[src/rtl/parking_pkg.sv]
// Shared widths, snapshot FSM states and the timestamp record for the
// parking-lot time scheduler.
package parking_pkg;
   localparam int unsigned HOUR_W = 5;
   localparam int unsigned MIN_W  = 7;
   localparam int unsigned DAY_W  = 7;

   typedef enum logic [1:0] {
      IDLE    = 2'd0,
      CAPTURE = 2'd1,
      RESP    = 2'd2
   } snap_state_e;

   typedef struct packed {
      logic [DAY_W-1:0]  day;
      logic [HOUR_W-1:0] hour;
      logic [MIN_W-1:0]  minute;
   } timestamp_t;
endpackage

[src/rtl/rr_arbiter.sv]
// Combinational round-robin pick: first set request at or above the pointer,
// scanning upward with wrap-around.
module rr_arbiter #(
   parameter int unsigned NUM_GATES = 4,
   parameter int unsigned PTR_W     = $clog2(NUM_GATES)
) (
   input  logic [NUM_GATES-1:0] req_i,
   input  logic [PTR_W-1:0]     ptr_i,
   output logic                 valid_o,
   output logic [PTR_W-1:0]     idx_o
);

   always_comb begin
      int unsigned pos;
      logic [PTR_W-1:0] pos_t;
      valid_o = 1'b0;
      idx_o   = '0;
      pos     = 0;
      pos_t   = '0;
      for (int unsigned i = 0; i < NUM_GATES; i++) begin
         pos = int'(ptr_i) + i;
         if (pos >= NUM_GATES) pos = pos - NUM_GATES;
         pos_t = PTR_W'(pos);
         if (!valid_o && req_i[pos_t]) begin
            valid_o = 1'b1;
            idx_o   = pos_t;
         end
      end
   end

endmodule

[src/rtl/parking_time_sched.sv]
// Minute-tick prescaler and clear for the lot's time counter, plus a
// round-robin snapshot server handing coherent timestamps to the gates.
module parking_time_sched
   import parking_pkg::*;
#(
   parameter int unsigned CLKS_PER_MIN = 50,
   parameter int unsigned NUM_GATES    = 4
) (
   input  logic                 clk,
   input  logic                 reset,
   input  logic                 run,
   input  logic                 clear_time,
   output logic                 cnt_enable,
   output logic                 cnt_reset,
   input  logic [HOUR_W-1:0]    time_hour,
   input  logic [MIN_W-1:0]     time_minute,
   input  logic [DAY_W-1:0]     time_day,
   input  logic [NUM_GATES-1:0] req,
   output logic [NUM_GATES-1:0] ack,
   output logic [HOUR_W-1:0]    ts_hour,
   output logic [MIN_W-1:0]     ts_minute,
   output logic [DAY_W-1:0]     ts_day,
   output logic                 ts_valid,
   output logic                 busy
);

   localparam int unsigned PRESC_W = $clog2(CLKS_PER_MIN);
   localparam int unsigned PTR_W   = $clog2(NUM_GATES);
   localparam logic [PRESC_W-1:0] PRESC_LAST = PRESC_W'(CLKS_PER_MIN - 1);
   localparam logic [PTR_W-1:0]   PTR_LAST   = PTR_W'(NUM_GATES - 1);

   logic [PRESC_W-1:0] presc_q, presc_d;
   logic               cnt_enable_q, cnt_reset_q, ev_prev_q;
   logic               tick_due, unsafe;

   snap_state_e        state_q, state_d;
   logic [PTR_W-1:0]   grant_q, grant_d;
   logic [PTR_W-1:0]   ptr_q, ptr_d;
   timestamp_t         ts_q, ts_d;
   logic               arb_valid;
   logic [PTR_W-1:0]   arb_idx;

   assign tick_due = run && (presc_q == PRESC_LAST);
   // Counter may be changing during an enable/clear cycle or the one after it.
   assign unsafe   = cnt_enable_q | cnt_reset_q | ev_prev_q;

   always_comb begin
      presc_d = presc_q;
      if (clear_time)         presc_d = '0;
      else if (tick_due)      presc_d = '0;
      else if (run)           presc_d = presc_q + PRESC_W'(1);
   end

   always_ff @(posedge clk or negedge reset) begin
      if (!reset) begin
         presc_q      <= '0;
         cnt_enable_q <= 1'b0;
         cnt_reset_q  <= 1'b1;
         ev_prev_q    <= 1'b0;
      end else begin
         presc_q      <= presc_d;
         cnt_enable_q <= tick_due & ~clear_time;
         cnt_reset_q  <= clear_time;
         ev_prev_q    <= cnt_enable_q | cnt_reset_q;
      end
   end

   rr_arbiter #(
      .NUM_GATES (NUM_GATES),
      .PTR_W     (PTR_W)
   ) u_arb (
      .req_i   (req),
      .ptr_i   (ptr_q),
      .valid_o (arb_valid),
      .idx_o   (arb_idx)
   );

   always_comb begin
      state_d = state_q;
      grant_d = grant_q;
      ptr_d   = ptr_q;
      ts_d    = ts_q;
      case (state_q)
         IDLE: begin
            if (arb_valid) begin
               grant_d = arb_idx;
               state_d = CAPTURE;
            end
         end
         CAPTURE: begin
            if (!unsafe) begin
               ts_d.day    = time_day;
               ts_d.hour   = time_hour;
               ts_d.minute = time_minute;
               state_d     = RESP;
            end
         end
         RESP: begin
            ptr_d   = (grant_q == PTR_LAST) ? '0 : grant_q + PTR_W'(1);
            state_d = IDLE;
         end
         default: state_d = IDLE;
      endcase
   end

   always_ff @(posedge clk or negedge reset) begin
      if (!reset) begin
         state_q <= IDLE;
         grant_q <= '0;
         ptr_q   <= '0;
         ts_q    <= '0;
      end else begin
         state_q <= state_d;
         grant_q <= grant_d;
         ptr_q   <= ptr_d;
         ts_q    <= ts_d;
      end
   end

   assign cnt_enable = cnt_enable_q;
   assign cnt_reset  = cnt_reset_q;
   assign ack        = (state_q == RESP) ? (NUM_GATES'(1) << grant_q) : '0;
   assign ts_valid   = (state_q == RESP);
   assign busy       = (state_q != IDLE);
   assign ts_day     = ts_q.day;
   assign ts_hour    = ts_q.hour;
   assign ts_minute  = ts_q.minute;

endmodule

[config.mk]
export PLATFORM = sky130hd
export DESIGN_NAME = parking_time_sched
export DESIGN_NICKNAME = d
export VERILOG_FILES = /design/src/rtl/parking_pkg.sv /design/src/rtl/rr_arbiter.sv /design/src/rtl/parking_time_sched.sv
export SDC_FILE = /design/constraint.sdc
export NUM_CORES = 1
export LEC_CHECK = 0
export CAP_MARGIN = 20
export CORE_MARGIN = 4
export CORE_UTILIZATION = 48
export CTS_CLUSTER_SIZE = 20
export DETAILED_ROUTE_END_ITERATION = 10
export PLACE_DENSITY = 0.84
export SKIP_CTS_REPAIR_TIMING = 1
export SYNTH_ARGS = -nofsm -noshare
export SYNTH_HDL_FRONTEND = slang
export SYNTH_SLANG_ARGS = --single-unit
export TNS_END_PERCENT = 10
[constraint.sdc]
create_clock -name clk -period 3 [get_ports clk]
set_input_delay 0.6 -clock clk [delete_from_list [all_inputs] [get_ports clk]]
set_output_delay 0.6 -clock clk [all_outputs]
set_load 0.01 [all_outputs]
Yosys cells after proc, flatten, opt, wreduce, memory -nomap -nowiden:

Cells that the tools add are included.

* logic and storage cells: 80
* output and inout port bits: 27
* flip-flop bits (word level): 34

* eq/ne operators: 6
* shift-type cells: 1
* $lt $le $gt $ge: 8
* multiplexer cells: 28
* add/sub/neg operators: 9
* reduce and logical (&&, ||, !) cells: 13
* bitwise gates (word level): 5

Operators by type and width (number)
* 2-to-1 mux 2 bit: 11
* 2-to-1 mux 6 bit: 3
* < comparator 2 x 3 -> 1 bit (second input constant): 4
* >= comparator 3 bit (second input constant): 3
* binary-select mux 1 bit (select 2 bit): 4
* 2-to-1 mux 1 bit: 8
* subtractor 2 x 1 -> 2 bit (second input constant): 4
* adder 2 x 2 -> 3 bit (second input constant): 2
* adder 6 x 1 -> 6 bit (second input constant): 1
* == test 6 bit (second input constant): 1
* AND reduction 2 bit: 3
* == test 2 bit (second input constant): 2
* logical AND 1 bit: 4
* 2-to-1 mux 4 bit: 1
* != test 2 bit (second input constant): 2
* case mux 2 bit (2 select lines): 1
* << shifter 1 x 2 -> 4 bit (first input constant): 1
* adder 2 x 1 -> 3 bit (second input constant): 1
* >= comparator 2 x 3 -> 1 bit (second input constant): 1
* zero test 1 bit: 3
* nonzero test 3 bit: 1
* adder 2 x 1 -> 2 bit (second input constant): 1
* == test 2 x 1 -> 1 bit (second input constant): 1
* zero test 2 bit: 1
* 4 further kinds: 6

Depth between registers and ports, before layout:

Gate-level depths: netlist of run 1.

* word-level depth: 16
* mapped depth: 5
* gate-level depth less buffers: 5

Hierarchy:

Synthesis of run 1 repeated with hierarchy kept, for this count alone.

* cells, all modules: 134
* area, all modules: 1672.9 um^2

By module, submodules not included
* parking_time_sched: area each 1595.3 um^2, times used 1, cells each 119
* rr_arbiter: area each 77.6 um^2, times used 1, cells each 15

Worst setup path before layout of run 1:

No wires, ideal clock.

* kind: register to output
* start: register state_q[0]
* end: output port ack[0]
* path buffers: 1
* setup slack: 1380 ps
* stages on the path, launching flop included: 4
* data arrival time: 1020 ps
* cell sequence: dfrtp_1 > and2b_1 > clkbuf_1 > and2_1

* word-level cells in the longest chain between the ends: 2

RTL lines
* from (decl): RTL line parking_time_sched.sv:36 `snap_state_e state_q, state_d;`
* from (signal assigned): RTL line parking_time_sched.sv:113 `state_q <= state_d;`
* == test 2 bit
* via ts_valid: RTL line parking_time_sched.sv:23 `output logic ts_valid,`
* 2-to-1 mux 4 bit: RTL line parking_time_sched.sv:122 `assign ack = (state_q == RESP) ? (NUM_GATES'(1) << grant_q) : '0;`
* to (decl): RTL line parking_time_sched.sv:19 `output logic [NUM_GATES-1:0] ack,`

The timed path passes the listed nets, and every way through them passes these cells.

Worst setup path in the final report of run 1:

* start: register state_q[0]
* end: output port ack[0]

* word-level cells in the longest chain between the ends: 2

RTL lines (RTL line)
* == test 2 bit: parking_time_sched.sv:122
* 2-to-1 mux 4 bit: parking_time_sched.sv:122

No other way between the ends.

==> key figures, run 1 <==
Status
  – Outcome: finished, final reports clean

Final layout
  – Most common cell after layout, fill and taps aside: clkdlybuf4s50_1
  – Multi-input gate area: ~670 um^2
  – Reg area: ~850 um^2
  – # fillers: approximately 250
  – Most frequent cells in the layout: 53 x clkdlybuf4s50_1, 33 x dfrtp_1, 21 x mux2_2
  – Diodes inserted: 0
  – Fin cells: roughly 230
  – Final layout net count: roughly 210
  – Post-route cell area: around 2200 um^2
  – Share of post-route cells with drive strength above 1: about 19%
  – P&R area growth vs syn: 39.6%

Floorplan
  – IO Pins: 54
  – Starting Density: between 50 and 60%
  – Die width: 65.4 um
  – Total die area: ~4300 um^2
  – Row count: 20
  – Die height: roughly 65 um
  – Core area: slightly above 3000 um^2

Global routing
  – Largest net degree at the start of global routing: 35
  – Vias in the first global route: about 1200
  – M1 GR Usage: 18.6%
  – Routing usage on met3: 4.96%
  – First-pass GRT wire length: between 5000 and 6000 um
  – Met2 Usage GRT: between 20% and 30%
  – Initial antenna violation count: 0
  – Top Usage Layer GRT: met2
  – Total track usage: between 15 and 20%
  – GRT overflow: 0

Setup path
  – Critical path required time: 2.40 ns
  – Critical path cell sequence: and2b_1 > and2_1 > clkdlybuf4s50_1
  – CP peak stage delay: about 0.53 ns
  – Crit path kind: reg2out
  – Critical path's slowest cell: clkdlybuf4s50_1
  – CP Capture Type: primary output
  – CP startpoint kind: register
  – Worst-path fanout max: 7
  – Data arrival time of the worst path: ~1.8 ns

Synth
  – Mean Syn Cell Area: ~13 um^2
  – Largest cells by area after synthesis: dfrtp_1 52%, mux2_2 15%, ha_1 4.7%, dfstp_2 1.7%, xor2_1 1.7%
  – Post-synthesis cell type count: 36
  – Syn. warnings: 0
  – Synthesized area: about 1600 um^2
  – Top cell type's share of synthesized area: a little over half
  – #FFs+latches synth: 34
  – Syn Nets: between 150 and 200
  – Post-synthesis cell count: around 130
  – Seq/Total Area, Yosys: 53.8%
  – Yosys top cell by area: dfrtp_1

Power and ir drop
  – Sw Ratio: between 20% and 30%
  – Seq pwr share: a little under half
  – Pleak: about 0.93 nW
  – Internal: between 0.9 and 1 mW
  – Clock Power Share: between 20% and 30%
  – Peak VDD IR: ~0.40 mV
  – Power density over the cells: slightly above 600 nW/um^2
  – Comb pwr share: a little under a third
  – Switching power: 0.368 mW

STA
  – Slew Limit Headroom: 39.7%
  – Slew Limit Fails: 0
  – Worst Skew: ~0.0085 ns
  – Final setup TNS: 0 ns
  – Final period util: around four fifths
  – Final Hold Viols: 0
  – Slew at the pin closest to its max-slew limit: 0.901 ns
  – Setup ws final: between 0.6 and 0.7 ns
  – Unrepaired setup endpoints after global routing: no
  – Final min period: between 2 and 2.5 ns
  – Final setup viols: 0
  – Fmax: between 0.4 and 0.5 GHz

Placed design
  – Area after DPL: between 2000 and 2500 um^2
  – Pre-CTS setup slack: between 0.8 and 0.9 ns
  – Placed Cells: 218
  – Port Buf Inserts: 53
  – RD Place Congestion: a little over 0.9
  – Detailed placement HPWL: 2560 um

Clock network
  – CTS clk-pin slew, worst paths: 0.10 ns
  – Clock sinks: 34
  – Clk_lat worst skew: around 0.33 ns
  – Inserted Clock Buffers: 5
  – Root Buffer: clkbuf_4
  – CTS tree: yes
  – Clock Tree Buf Depth: 2
  – CTS HTree Levels: 2

Detailed routing
  – Drt first-iter violations: 57
  – Vias after detailed routing: ~1200
  – Drt wl/cell: 14.2 um
  – Routed WL: between 3000 and 4000 um
  – DR vias/cell: 5.12
  – DRC: 0
  – Antenna-violating nets left: 0
  – DR pass1 iterations: 4

Job
  – Max_cap viols: 0

Hold path
  – Hold crit path type: reg2reg
## routing by layer
| layer | wire length, um | share of wire [%] | vias up |
|---|---|---|---|
| li1 | - | - | 548 |
| met1 | 1220 | 38 | 566 |
| met2 | 1800 | 56 | 39 |
| met3 | 150 | 4.7 | 4 |
| met4 | 40 | 1.2 | 0 |
| met5 | 0 | 0 | - |
## layout make-up
type	instances	share of cell area, %
clock inverters	1	1.36
flip-flops and latches	34	38.6
repair buffers	54	24.3
multi-input cells	81	30.4
inverters	5	0.849
clock buffers	7	2.04
well taps	44	2.49
## synthesized netlist by cell type, drive strengths merged
cell,n
o21ai,5
nand2b,4
dfrtp,33
nand3b,1
clkbuf,1
buf,4
or2,3
nand2,3
ha,6
a211oi,2
nor4,1
nor2,4
mux2,21
dfstp,1
a311oi,1
nor3,5
nand3,1
o2111ai,1
nand4,1
or3,1
o41ai,1
a21oi,4
nand4bb,1
nor2b,3
o211ai,1
and2,4
o31ai,1
and2b,2
mux2i,1
inv,5
xor2,3
## final timing paths
| path | startpoint | end | slack, ns | cells past startpoint |
|---|---|---|---|---|
| setup / recovery | state_q[0] | ack[0] | 0.65 | 3 |
| hold / removal | state_q[1] | state_q[0] | 0.48 | 1 |
| setup reg to reg | cnt_enable | ts_minute[1] | 1.13 | 3 |
| hold reg to reg | state_q[1] | state_q[0] | 0.48 | 1 |
| max in group asynchronous | reset | cnt_reset | 2.00 | 2 |
| min in group asynchronous | reset | cnt_enable | 0.68 | 2 |
## power by group through the flow
stage | clock network (mW) | logic (mW) | registers, mW
floorplan | 0 | 0.164 | 0.653
global route | 0.355 | 0.441 | 0.640
finish | 0.319 | 0.408 | 0.625
detailed placement | 0 | 0.414 | 0.634
global placement | 0 | 0.395 | 0.626
CTS | 0.332 | 0.416 | 0.624
## worst max-delay path, delay by kind of cell, from the launching register on
kind / cells / cell delay, ns
buf+inv: 1 / 0.53
flops: 1 / 0.42
simple gates: 2 / 0.48
## registers in the layout, summed over array words and instances, names as in the netlist
signal and count:
cnt_reset 1, grant_q 2, ev_prev_q 1, ts_hour 5, presc_q 6, cnt_enable 1
ts_minute 7, state_q 2, ts_day 7, ptr_q 2
## stage by stage
stage	hold WS [ns]	utilization [%]	total power [mW]
6_report	0.476	71.2	1.35
2_1_floorplan	0.304	-	0.817
3_3_place_gp	0.453	68.8	1.02
4_1_cts	0.485	71.2	1.37
5_1_grt	0.503	71.2	1.44
3_5_place_dp	0.472	68.8	1.05
## kinds of logic after synthesis
group | count (synthesis) | share of synthesized area (%)
AND/OR/NAND/NOR | 34 | 12.9
flip-flops | 34 | 53.8
multiplexers | 22 | 15.6
AO/OA/AOI/OAI | 16 | 7.51
buffers and inverters | 10 | 3.79
adder cells (fa/ha/maj) | 6 | 4.74
XOR/XNOR | 3 | 1.66
(Power assumes the default switching activity.)
==> run 2: changes to the inputs <==
CORE_UTILIZATION = 45   (was 48)
PLACE_DENSITY = 0.79   (was 0.84)
clock period = 2.5 ns   (was 3 ns; I/O delays follow)
==> run 2 against run 1 <==
  * Cell area shrank 0.74%
  * Clock skew fell by 0.0014 ns
  * Utilization shrank 6.0 points
  * First-iteration DRC count down 26%
  * Register-to-register slack got worse by 0.34 ns
  * Sequential share of layout area rose by 0.29 points
  * Via count fell by 3.6%
  * Clock power down 12%
  * Sequential cell count did not move
  * Combinational power grew 20%
==> key figures, run 2 (same netlist as run 1, synthesis figures left out) <==
Power and ir drop
  – Peak VDD IR: 0.370 mV (was 0.399 mV)
  – Power density over the cells: 692 nW/um^2 (was 612 nW/um^2)
  – Pleak: 0.921 nW (was 0.930 nW)

Detailed routing
  – DR vias/cell: 4.87 (was 5.12)
  – Drt wl/cell: 14.1 um (was 14.2 um)
  – DR pass1 iterations: 4 (unchanged)
  – Vias after detailed routing: 1115 (was 1157)
  – Routed WL: 3220 um (about the same)
  – Antenna-violating nets left: 0 (unchanged)
  – Drt first-iter violations: 42 (was 57)
  – DRC: 0 (unchanged)

Hold path
  – Hold crit path type: reg2reg (unchanged)
  – Min-Delay Endpoint: state_q[0] (unchanged)
  – Worst Hold Launch: state_q[1] (unchanged)
  – Hold-critical path depth: 1 (unchanged)

Setup path
  – Critical path's slowest cell: clkdlybuf4s50_1 (unchanged)
  – Worst r2r dst: ts_minute[1] (unchanged)
  – Reg2Reg Depth: 4 (was 3)
  – Worst-path fanout max: 7 (unchanged)
  – CP startpoint kind: register (unchanged)
  – CP peak stage delay: 0.53 ns (about the same)
  – Crit path kind: reg2out (unchanged)
  – Worst R2R Setup Slack: 0.79 ns (was 1.13 ns)
  – Critical path cell sequence: and2b_1 > and2_1 > clkdlybuf4s50_1 (unchanged)
  – Data arrival time of the worst path: 1.77 ns (was 1.75 ns)
  – R2R Path Start: cnt_reset (was cnt_enable)
  – CP Capture Type: primary output (unchanged)
  – Critical path required time: 2.00 ns (was 2.40 ns)

Clock network
  – Inserted Clock Buffers: 5 (unchanged)
  – CTS tree: yes (unchanged)
  – Clock sinks: 34 (unchanged)
  – CTS HTree Levels: 2 (unchanged)
  – Clock Tree Buf Depth: 2 (unchanged)
  – Clk_lat worst skew: 0.33 ns (about the same)
  – Root Buffer: clkbuf_4 (unchanged)
  – CTS clk-pin slew, worst paths: 0.09 ns (was 0.10 ns)

Floorplan
  – Total die area: 4530 um^2 (was 4280 um^2)
  – Core area: 3360 um^2 (was 3100 um^2)
  – IO Pins: 54 (unchanged)
  – Row count: 21 (was 20)
  – Die width: 67.3 um (was 65.4 um)
  – Starting Density: 47.1% (was 51.0%)
  – Die height: 67.3 um (was 65.4 um)

Placed design
  – RD Place Congestion: 0.870 (was 0.923)
  – Port Buf Inserts: 53 (unchanged)
  – Detailed placement HPWL: 2580 um (was 2560 um)
  – Area after DPL: 2140 um^2 (was 2130 um^2)

Final layout
  – Post-route cell area: 2190 um^2 (was 2210 um^2)
  – # fillers: 290 (was 246)
  – Share of post-route cells with drive strength above 1: 19.1% (was 19.2%)
  – Multi-input gate area: 671 um^2 (unchanged)
  – Most common cell after layout, fill and taps aside: clkdlybuf4s50_1 (unchanged)
  – Diodes inserted: 0 (unchanged)
  – Final layout net count: 215 (was 214)
  – Most frequent cells in the layout: 53 x clkdlybuf4s50_1, 33 x dfrtp_1, 21 x mux2_2 (unchanged)
  – P&R area growth vs syn: 38.6% (was 39.6%)
  – Reg area: 852 um^2 (unchanged)

Global routing
  – Largest net degree at the start of global routing: 35 (unchanged)
  – Vias in the first global route: 1243 (was 1230)
  – First-pass GRT wire length: 5530 um (was 5410 um)
  – GRT overflow: 0 (unchanged)
  – Initial antenna violation count: 0 (unchanged)
  – Total track usage: 16.4% (was 16.6%)

STA
  – Final min period: roughly 2.3 ns
  – Worst Skew: 0.00706 ns (was 0.00845 ns)
  – Final Hold Viols: 0 (unchanged)
  – Final setup TNS: 0 ns (unchanged)
  – Unrepaired setup endpoints after global routing: no (unchanged)
  – Final period util: around nine tenths
  – Slew at the pin closest to its max-slew limit: 0.523 ns (was 0.901 ns)
  – Fmax: between 0.4 and 0.5 GHz
  – Final setup viols: 0 (unchanged)
  – Slew Limit Fails: 0 (unchanged)
  – Slew Limit Headroom: 65.0% (was 39.7%)

Job
  – Max_cap viols: 0 (unchanged)

Status
  – Outcome: finished, final reports clean (unchanged)
[run 2: cell types whose count changed in the layout (fill, tap and decap cells not counted)]
cell,before,now
buf_4,1,2
bufinv_16,1,0
clkbuf_1,2,3
[run 2: per-layer routing]
metal  GRT usage, %  vias up  part of all wire [%]
met1           18.4      535                    39
met4           7.59        0                   1.5
met5              0        -                     0
met2           29.2       23                    55
met3           3.99        6                   4.9
li1               -      551                     -
[run 2: how the worst max path moves through the flow]
stage	startpoint	to	slack (ns)	cells after the start
after floorplan	state_q[0]	ack[0]	0.98	3
after global placement	clear_time	presc_q[5]	0.56	4
after detailed placement	clear_time	presc_q[5]	0.46	4
after CTS	state_q[0]	ack[0]	0.21	3
after global routing	state_q[0]	ack[0]	0.11	3
final	state_q[0]	ack[0]	0.23	3
[run 2: worst max-delay path, delay by kind of cell (launching register included)]
kind / cells / cell delay [ns]
buffers and inverters: 1 / 0.53
DFF: 1 / 0.42
and+or+nand+nor: 2 / 0.48
[run 2: report_power, final]
part | switching (mW) | internal, mW
clock | 0.168 | 0.112
sequential | 0.0843 | 0.665
combinational | 0.184 | 0.305
[run 2: cell type report]
class | instances | area share (%)
Clock buffer | 8 | 2.22
Inverter | 5 | 0.856
Multi-Input combinational cell | 81 | 30.6
Sequential cell | 34 | 38.8
Tap cell | 46 | 2.62
Timing Repair Buffer | 55 | 24.9
[run 2: stage by stage]
step / hold WS, ns / instances / power (mW) / utilization [%] / setup slack [ns]
after floorplan: 0.204 / 125 / 0.980 / - / 0.980
after global placement: 0.455 / 221 / 1.23 / 63.8 / 0.558
after detailed placement: 0.469 / 221 / 1.26 / 63.8 / 0.462
after CTS: 0.493 / 229 / 1.54 / 65.2 / 0.211
after global routing: 0.535 / 229 / 1.62 / 65.2 / 0.107
final: 0.481 / 229 / 1.52 / 65.2 / 0.233
==> variant: new RTL, config.mk and constraints of run 2 <==
Set the package constant `HOUR_W` to 10 (it was 5).
--- a/src/rtl/parking_pkg.sv
+++ b/src/rtl/parking_pkg.sv
@@ -3,3 +3,3 @@
 package parking_pkg;
-   localparam int unsigned HOUR_W = 5;
+   localparam int unsigned HOUR_W = 10;
    localparam int unsigned MIN_W  = 7;
Interface: changed (resized time_hour and ts_hour); port bits go from 54 to 64. The function was not compared with the original's and may differ.
==> variant against run 2 <==
  * Area after synthesis grew 16%
  * Wire length grew 17%
  * Maximum frequency shrank 0.96%
  * Critical path type unchanged
  * Count of clock-buffer cells in the layout is the same
  * Utilization grew 2.9 points
  * Final area grew 18%
  * Hold slack lost 0.17 ns
  * Power grew 29%
  * Synthesized cell count grew 8.0%
  * Setup slack lost 0.022 ns
  * Sequential share of layout area shrank 1.1 points
  * Sequential cell count grew 5
  * Clock skew shrank 0.0016 ns
  * Largest cell class unchanged
==> variant: results (changes against run 2) <==
metric;value;unit;change
outcome;complete, no violations;;unchanged
first-pass GRT wire length;6.30;mm;was 5.53 mm
Via density;5.07;;was 4.87
DR WL met3;281;microns;was 159 microns
placer's final routability congestion estimate;0.767;;was 0.870
drt initial violations;35;;was 42
Nets;238;;was 215
Buffers excl. clock;63;;was 55
Critical Path AT;1.79;ns;was 1.77 ns
hpwl dp;2.88;mm;was 2.58 mm
Clock Tree Root;clkbuf_8;;was clkbuf_4
register area;977;sq um;was 852 sq um
global routing met3 resource utilization;6.51;%;was 3.99%
Seq cells;39;;was 34
skew final;0.00549;ns;was 0.00706 ns
met1 Resource Use GR;18.6;%;was 18.4%
Clock-cell share;3.87;%;was 2.22%
synth unique cells;35;;was 36
largest net degree at the start of global routing;40;;was 35
post-synthesis compound-gate area fraction;5.91;%;was 7.51%
Metal-1 WL;1.54;mm;was 1.25 mm
worst r2r path cells;3;;was 4
Max VDD drop;463;uV;was 370 uV
Hold Crit Class;in2async;;was reg2reg
leakage power figure;1.15;nW;was 0.921 nW
Reg clk slew, reported paths;0.07;ns;was 0.09 ns
post-synthesis xor/xnor area fraction;1.43;%;was 1.66%
pre-CTS setup slack;0.473;ns;was 0.462 ns
r2r setup slk;0.88;ns;was 0.79 ns
Crit path max-delay family;simple AND/OR/NAND/NOR gates;;was buffers and inverters
Inst Count DP;241;;was 221
mux cell area share after synthesis;20.3;%;was 15.6%
fin crit period;2.29;ns;was 2.27 ns
GR Util met2;25.5;%;was 29.2%
multi-input combinational area share;31.1;%;was 30.6%
share of the yosys chip area belonging to registers;53.1;%;was 53.8%
variant: metrics by stage:
step	cell area, sq um	total power [mW]
floorplan	1840	1.18
global placement	2490	1.48
detailed placement	2490	1.52
CTS	2590	1.98
global route	2590	2.07
finish	2590	1.95
variant: power by group through the flow:
stage / clock network, mW / registers [mW] / logic (mW)
CTS: 0.471 / 0.874 / 0.634
finish: 0.458 / 0.872 / 0.621
global route: 0.501 / 0.892 / 0.674
floorplan: 0 / 0.911 / 0.267
global placement: 0 / 0.873 / 0.609
detailed placement: 0 / 0.885 / 0.631
variant: worst min-delay path by stage:
stage | end | slack, ns | cells after the start
6_report | ts_day[4] | 0.31 | 1
5_1_grt | ts_day[2] | 0.38 | 1
4_1_cts | ts_hour[8] | 0.35 | 1
3_5_place_dp | state_q[0] | 0.48 | 1
3_3_place_gp | state_q[0] | 0.46 | 1
2_1_floorplan | cnt_enable | 0.20 | 0
